File: config.mk
export PLATFORM = sky130hd
export DESIGN_NAME = parity_serial_tx
export DESIGN_NICKNAME = d
export VERILOG_FILES = /design/src/rtl/parity_link_pkg.sv /design/src/rtl/parity_serial_tx_baud.sv /design/src/rtl/parity_serial_tx.sv
export SDC_FILE = /design/constraint.sdc
export NUM_CORES = 1
export LEC_CHECK = 0
export CAP_MARGIN = 20
export CORE_UTILIZATION = 57
export CTS_CLUSTER_DIAMETER = 200
export DETAILED_ROUTE_END_ITERATION = 10
export GPL_TIMING_DRIVEN = 0
export PLACE_DENSITY = 0.84
export SYNTH_ARGS = -nofsm -noshare
export SYNTH_HDL_FRONTEND = slang
export SYNTH_SLANG_ARGS = --single-unit
File: constraint.sdc
create_clock -name clk -period 2.6 [get_ports clk]
set_input_delay 0.52 -clock clk [delete_from_list [all_inputs] [get_ports clk]]
set_output_delay 0.52 -clock clk [all_outputs]
set_load 0.03 [all_outputs]
File: src/rtl/parity_link_pkg.sv
// parity_link_pkg: state encoding and frame constants shared by the parity serial tx/rx pair
package parity_link_pkg;
  typedef enum logic [2:0] {IDLE, START, DATA, PARITY, STOP} link_state_t;
  localparam logic START_BIT = 1'b0;
  localparam logic STOP_BIT = 1'b1;
endpackage

File: src/rtl/parity_serial_tx_baud.sv
// baud_tick_counter: counts clocks per serial bit, tick on the last clock of each bit
module baud_tick_counter #(
  parameter int CLKS_PER_BIT = 4
) (
  input  logic clk,
  input  logic rst,
  input  logic clear,
  output logic tick,
  output logic pre_tick
);
  localparam int CW = CLKS_PER_BIT > 1 ? $clog2(CLKS_PER_BIT) : 1;
  logic [CW-1:0] cnt;
  assign tick = cnt == CW'(CLKS_PER_BIT - 1);
  // pre_tick lets the owner register an output that must line up with the tick clock
  assign pre_tick = CLKS_PER_BIT > 1 && cnt == CW'(CLKS_PER_BIT - 2);
  always_ff @(posedge clk or posedge rst)
    if (rst) cnt <= '0;
    else cnt <= clear || tick ? '0 : cnt + 1'b1;
endmodule

File: src/rtl/parity_serial_tx.sv
// parity_serial_tx: frames a parity-extended word as start|data LSB-first|parity|stop
module parity_serial_tx
  import parity_link_pkg::*;
#(
  parameter int DATA_W = 8,
  parameter int CLKS_PER_BIT = 4
) (
  input  logic            clk,
  input  logic            rst,
  input  logic            tx_valid,
  input  logic [DATA_W:0] tx_data_par,
  output logic            tx_ready,
  output logic            serial_out,
  output logic            busy,
  output logic            frame_done
);
  localparam int BW = DATA_W > 1 ? $clog2(DATA_W) : 1;
  link_state_t state;
  logic [DATA_W:0] shift;
  logic [BW-1:0] bit_idx;
  logic tick, pre_tick;
  baud_tick_counter #(.CLKS_PER_BIT(CLKS_PER_BIT)) u_baud (
    .clk(clk),
    .rst(rst),
    .clear(state == IDLE),
    .tick(tick),
    .pre_tick(pre_tick)
  );
  // shift[0] always holds the next bit to send; after DATA_W shifts it is the parity bit
  always_ff @(posedge clk or posedge rst)
    if (rst) begin
      state <= IDLE;
      shift <= '0;
      bit_idx <= '0;
      serial_out <= STOP_BIT;
      tx_ready <= 1'b1;
      busy <= 1'b0;
      frame_done <= 1'b0;
    end else begin
      frame_done <= (state == STOP && pre_tick) || (CLKS_PER_BIT == 1 && state == PARITY && tick);
      case (state)
        IDLE:
          if (tx_valid && tx_ready) begin
            shift <= tx_data_par;
            state <= START;
            serial_out <= START_BIT;
            tx_ready <= 1'b0;
            busy <= 1'b1;
          end
        START:
          if (tick) begin
            state <= DATA;
            serial_out <= shift[0];
            shift <= shift >> 1;
          end
        DATA:
          if (tick) begin
            serial_out <= shift[0];
            shift <= shift >> 1;
            bit_idx <= bit_idx == BW'(DATA_W - 1) ? '0 : bit_idx + 1'b1;
            if (bit_idx == BW'(DATA_W - 1)) state <= PARITY;
          end
        PARITY:
          if (tick) begin
            state <= STOP;
            serial_out <= STOP_BIT;
          end
        STOP:
          if (tick) begin
            state <= IDLE;
            tx_ready <= 1'b1;
            busy <= 1'b0;
          end
        default: state <= IDLE;
      endcase
    end
endmodule

==> metrics.md <==
| Metric | Value |
|---|---|
| Status | finished clean |
| Worst slew pin tran | just under 0.8 ns |
| Largest net degree at the start of global routing | 22 |
| Crit-path max FO | 5 |
| DIE HEIGHT | between 40 and 50 um |
| Gr ovfl total | 0 |
| Crit share post-route | around four fifths |
| Setup CP Type | reg2out |
| Post-Syn Instances | 89 |
| DR DRC count | 0 |
| Die width | around 47 um |
| Global-route usage over all layers | 19.9% |
| Synthesized Nets | 105 |
| Largest area contributor in the netlist | dfrtp_1 |
| Vias in the first global route | around 670 |
| Power density over the cells | 399 nW/um2 |
| Setup TNS | 0 ns |
| VDD IR-drop max | roughly 0.34 mV |
| Clock Latency Late Sink | 0.31 ns |
| RSZ-0062 raised after global routing | false |
| Initial Util | between 60% and 70% |
| Via count | approximately 710 |
| Slowest stage delay, CP | about 0.68 ns |
| DR WL/cell | 14.2 um |
| Fmax | 475 MHz |
| Register area share after synthesis | a little under half |
| HP Class | reg2reg |
| Crit path max-delay family | buffers and inverters |
| IO Port Bufs | 15 |
| DIE AREA | 2210 um2 |
| Global-route wire length before repair | between 2000 and 3000 um |
| CTS resizes | 0 |
| Leakage power | between 0.6 and 0.7 nW |
| CTS Root Cell | clkbuf_4 |
| CTS clock-pin slew for the worst setup and hold paths | approximately 0.12 ns |
| Worst path required time | 2.08 ns |
| H-tree depth | 1 |
| Rows | 15 |
| CTS tree | built |
| Boundary Pins | 16 |
| Drt total wl | around 1900 um |
| Nets | 125 |
| TritonCTS Buffers | 3 |
| Synth area leaders | dfrtp_1 41%, mux2_4 21%, dfstp_2 4.6% |
| # Max-Cap Violations | 0 |
| Layout cells sized above 1 | 33.3% |
| Max_slew headroom | between 40% and 50% |
| Post-route setup slack | between 0.4 and 0.5 ns |
| Worst Path Buf+Inv | 1 |
| Worst setup SP type | flip-flop |
| ANT cells | 0 |
| Layout area overhead | 18.1% |
| Antenna viol nets, final | 0 |
| Count of pins over their slew limit | 0 |
| 1st-pass router iterations | 4 |
| Avg Synthesized Cell Area | roughly 13 um2 |
| Hold Fails Final Rpt | 0 |
| CTS sink cnt | 21 |
| Core Region | roughly 1800 um2 |
| Max Root-Sink Buffers | 2 |
| Initial antenna violation count | 0 |
| Clk_skew | roughly 0.013 ns |
| Number of synthesized register bits | 21 |
| Post CTS Setup Buffer Count | 0 |
| Post-synthesis cell type count | 28 |
| Final min period | approximately 2.1 ns |
| Hold buffers post-CTS | 0 |
| Initial DRC count | 19 |
| # setup viols final | 0 |
| Post-synth top area share | a little over 40% |
| YS warnings | 0 |
| CP endpoint kind | output pin |
| CP max stage cell | clkdlybuf4s50_1 |
| Via-per-instance ratio | 5.33 |
| Gpl congestion | 0.743 |
| Critical Path AT | approximately 1.6 ns |
| Critical Path, Cell by Cell | clkdlybuf4s50_1 |
| Netlist Area Pre-Place | 1150 um2 |
| Place WS | between 0.5 and 0.6 ns |
| DP Wirelength | ~1300 um |
## layout by cell type (no fill, tap or decap), drive strengths merged
| cell | instances |
|---|---|
| and3 | 1 |
| dfstp | 2 |
| clkdlybuf4s50 | 15 |
| clkinv | 1 |
| a21oi | 7 |
| nor2b | 3 |
| xnor2 | 1 |
| nand2 | 7 |
| buf | 4 |
| xor2 | 1 |
| nor3 | 3 |
| a22o | 1 |
| a31o | 1 |
| mux2i | 1 |
| dfrtp | 19 |
| clkbuf | 4 |
| inv | 4 |
| ha | 4 |
| a31oi | 1 |
| nand3 | 1 |
| nor4b | 1 |
| o32ai | 1 |
| mux2 | 19 |
| o21ai | 1 |
| nor2 | 5 |
## cell type report
class	count	area (um2)
plain buffers	5	42.5
clock buffers	3	22.5
repair buffers	15	150
fillers	132	439
multi-input cells	59	568
well taps	25	31.3
flip-flops and latches	21	528
clock inverters	1	5.00
inverters	4	15.0
## state kept, by name, indices dropped and copies added (netlist names)
register and flops:
bit_idx 3, busy 1, frame_done 1, serial_out 1, shift 9, state 3
tx_ready 1, u_baud.cnt 2
## routing by layer
layer	global-route usage, %	share of wire (%)	up-vias
met5	0	0	-
met4	6.86	1.7	0
met3	3.46	2.4	5
met2	34.4	50	10
met1	25.0	46	352
li1	-	-	342
## power breakdown
group          switching, mW  internal (mW)
sequential           0.00456          0.334
combinational         0.0133         0.0318
clock                  0.102         0.0575
total                  0.120          0.423
## through the flow
step	total power, mW	hold slack [ns]	cells	cell area [um2]	util [%]
floorplan	0.368	0.443	89	1150	-
global placement	0.388	0.452	129	1340	74.1
detailed placement	0.389	0.473	129	1340	74.1
CTS	0.547	0.489	133	1360	75.6
global route	0.562	0.499	133	1360	75.6
finish	0.543	0.484	133	1360	75.6
## cells in the mapped netlist (all sizes together)
master  count
dfrtp      19
mux2       19
a21oi       7
nand2       7
nor2        5
buf         4
ha          4
inv         4
nor2b       3
nor3        3
dfstp       2
a22o        1
a31o        1
a31oi       1
and3        1
clkbuf      1
mux2i       1
nand3       1
nor4b       1
o21ai       1
o32ai       1
xnor2       1
xor2        1
## path summary, 6_finish.rpt
kind | startpoint | endpoint | slack [ns] | cells past startpoint
max | tx_ready | tx_ready | 0.49 | 1
max in group asynchronous | rst | state[2] | 1.46 | 2
min | bit_idx[0] | bit_idx[0] | 0.48 | 1
min in group asynchronous | rst | shift[2] | 0.64 | 2
min reg2reg | bit_idx[0] | bit_idx[0] | 0.48 | 1
max reg2reg | u_baud.cnt[0] | shift[8] | 0.83 | 5
## cell families after synthesis
group                      after synthesis  synth area share [%]
DFF                                     21                  45.8
buffers and inverters                    9                  4.99
AOI/OAI and AO/OA                       12                  7.27
and+or+nand+nor                         21                  10.8
xor gates and xnor gates                 2                  2.17
adders and majority gates                4                  4.34
muxes                                   20                  24.6
No activity file was read; power rests on OpenSTA's default activity.
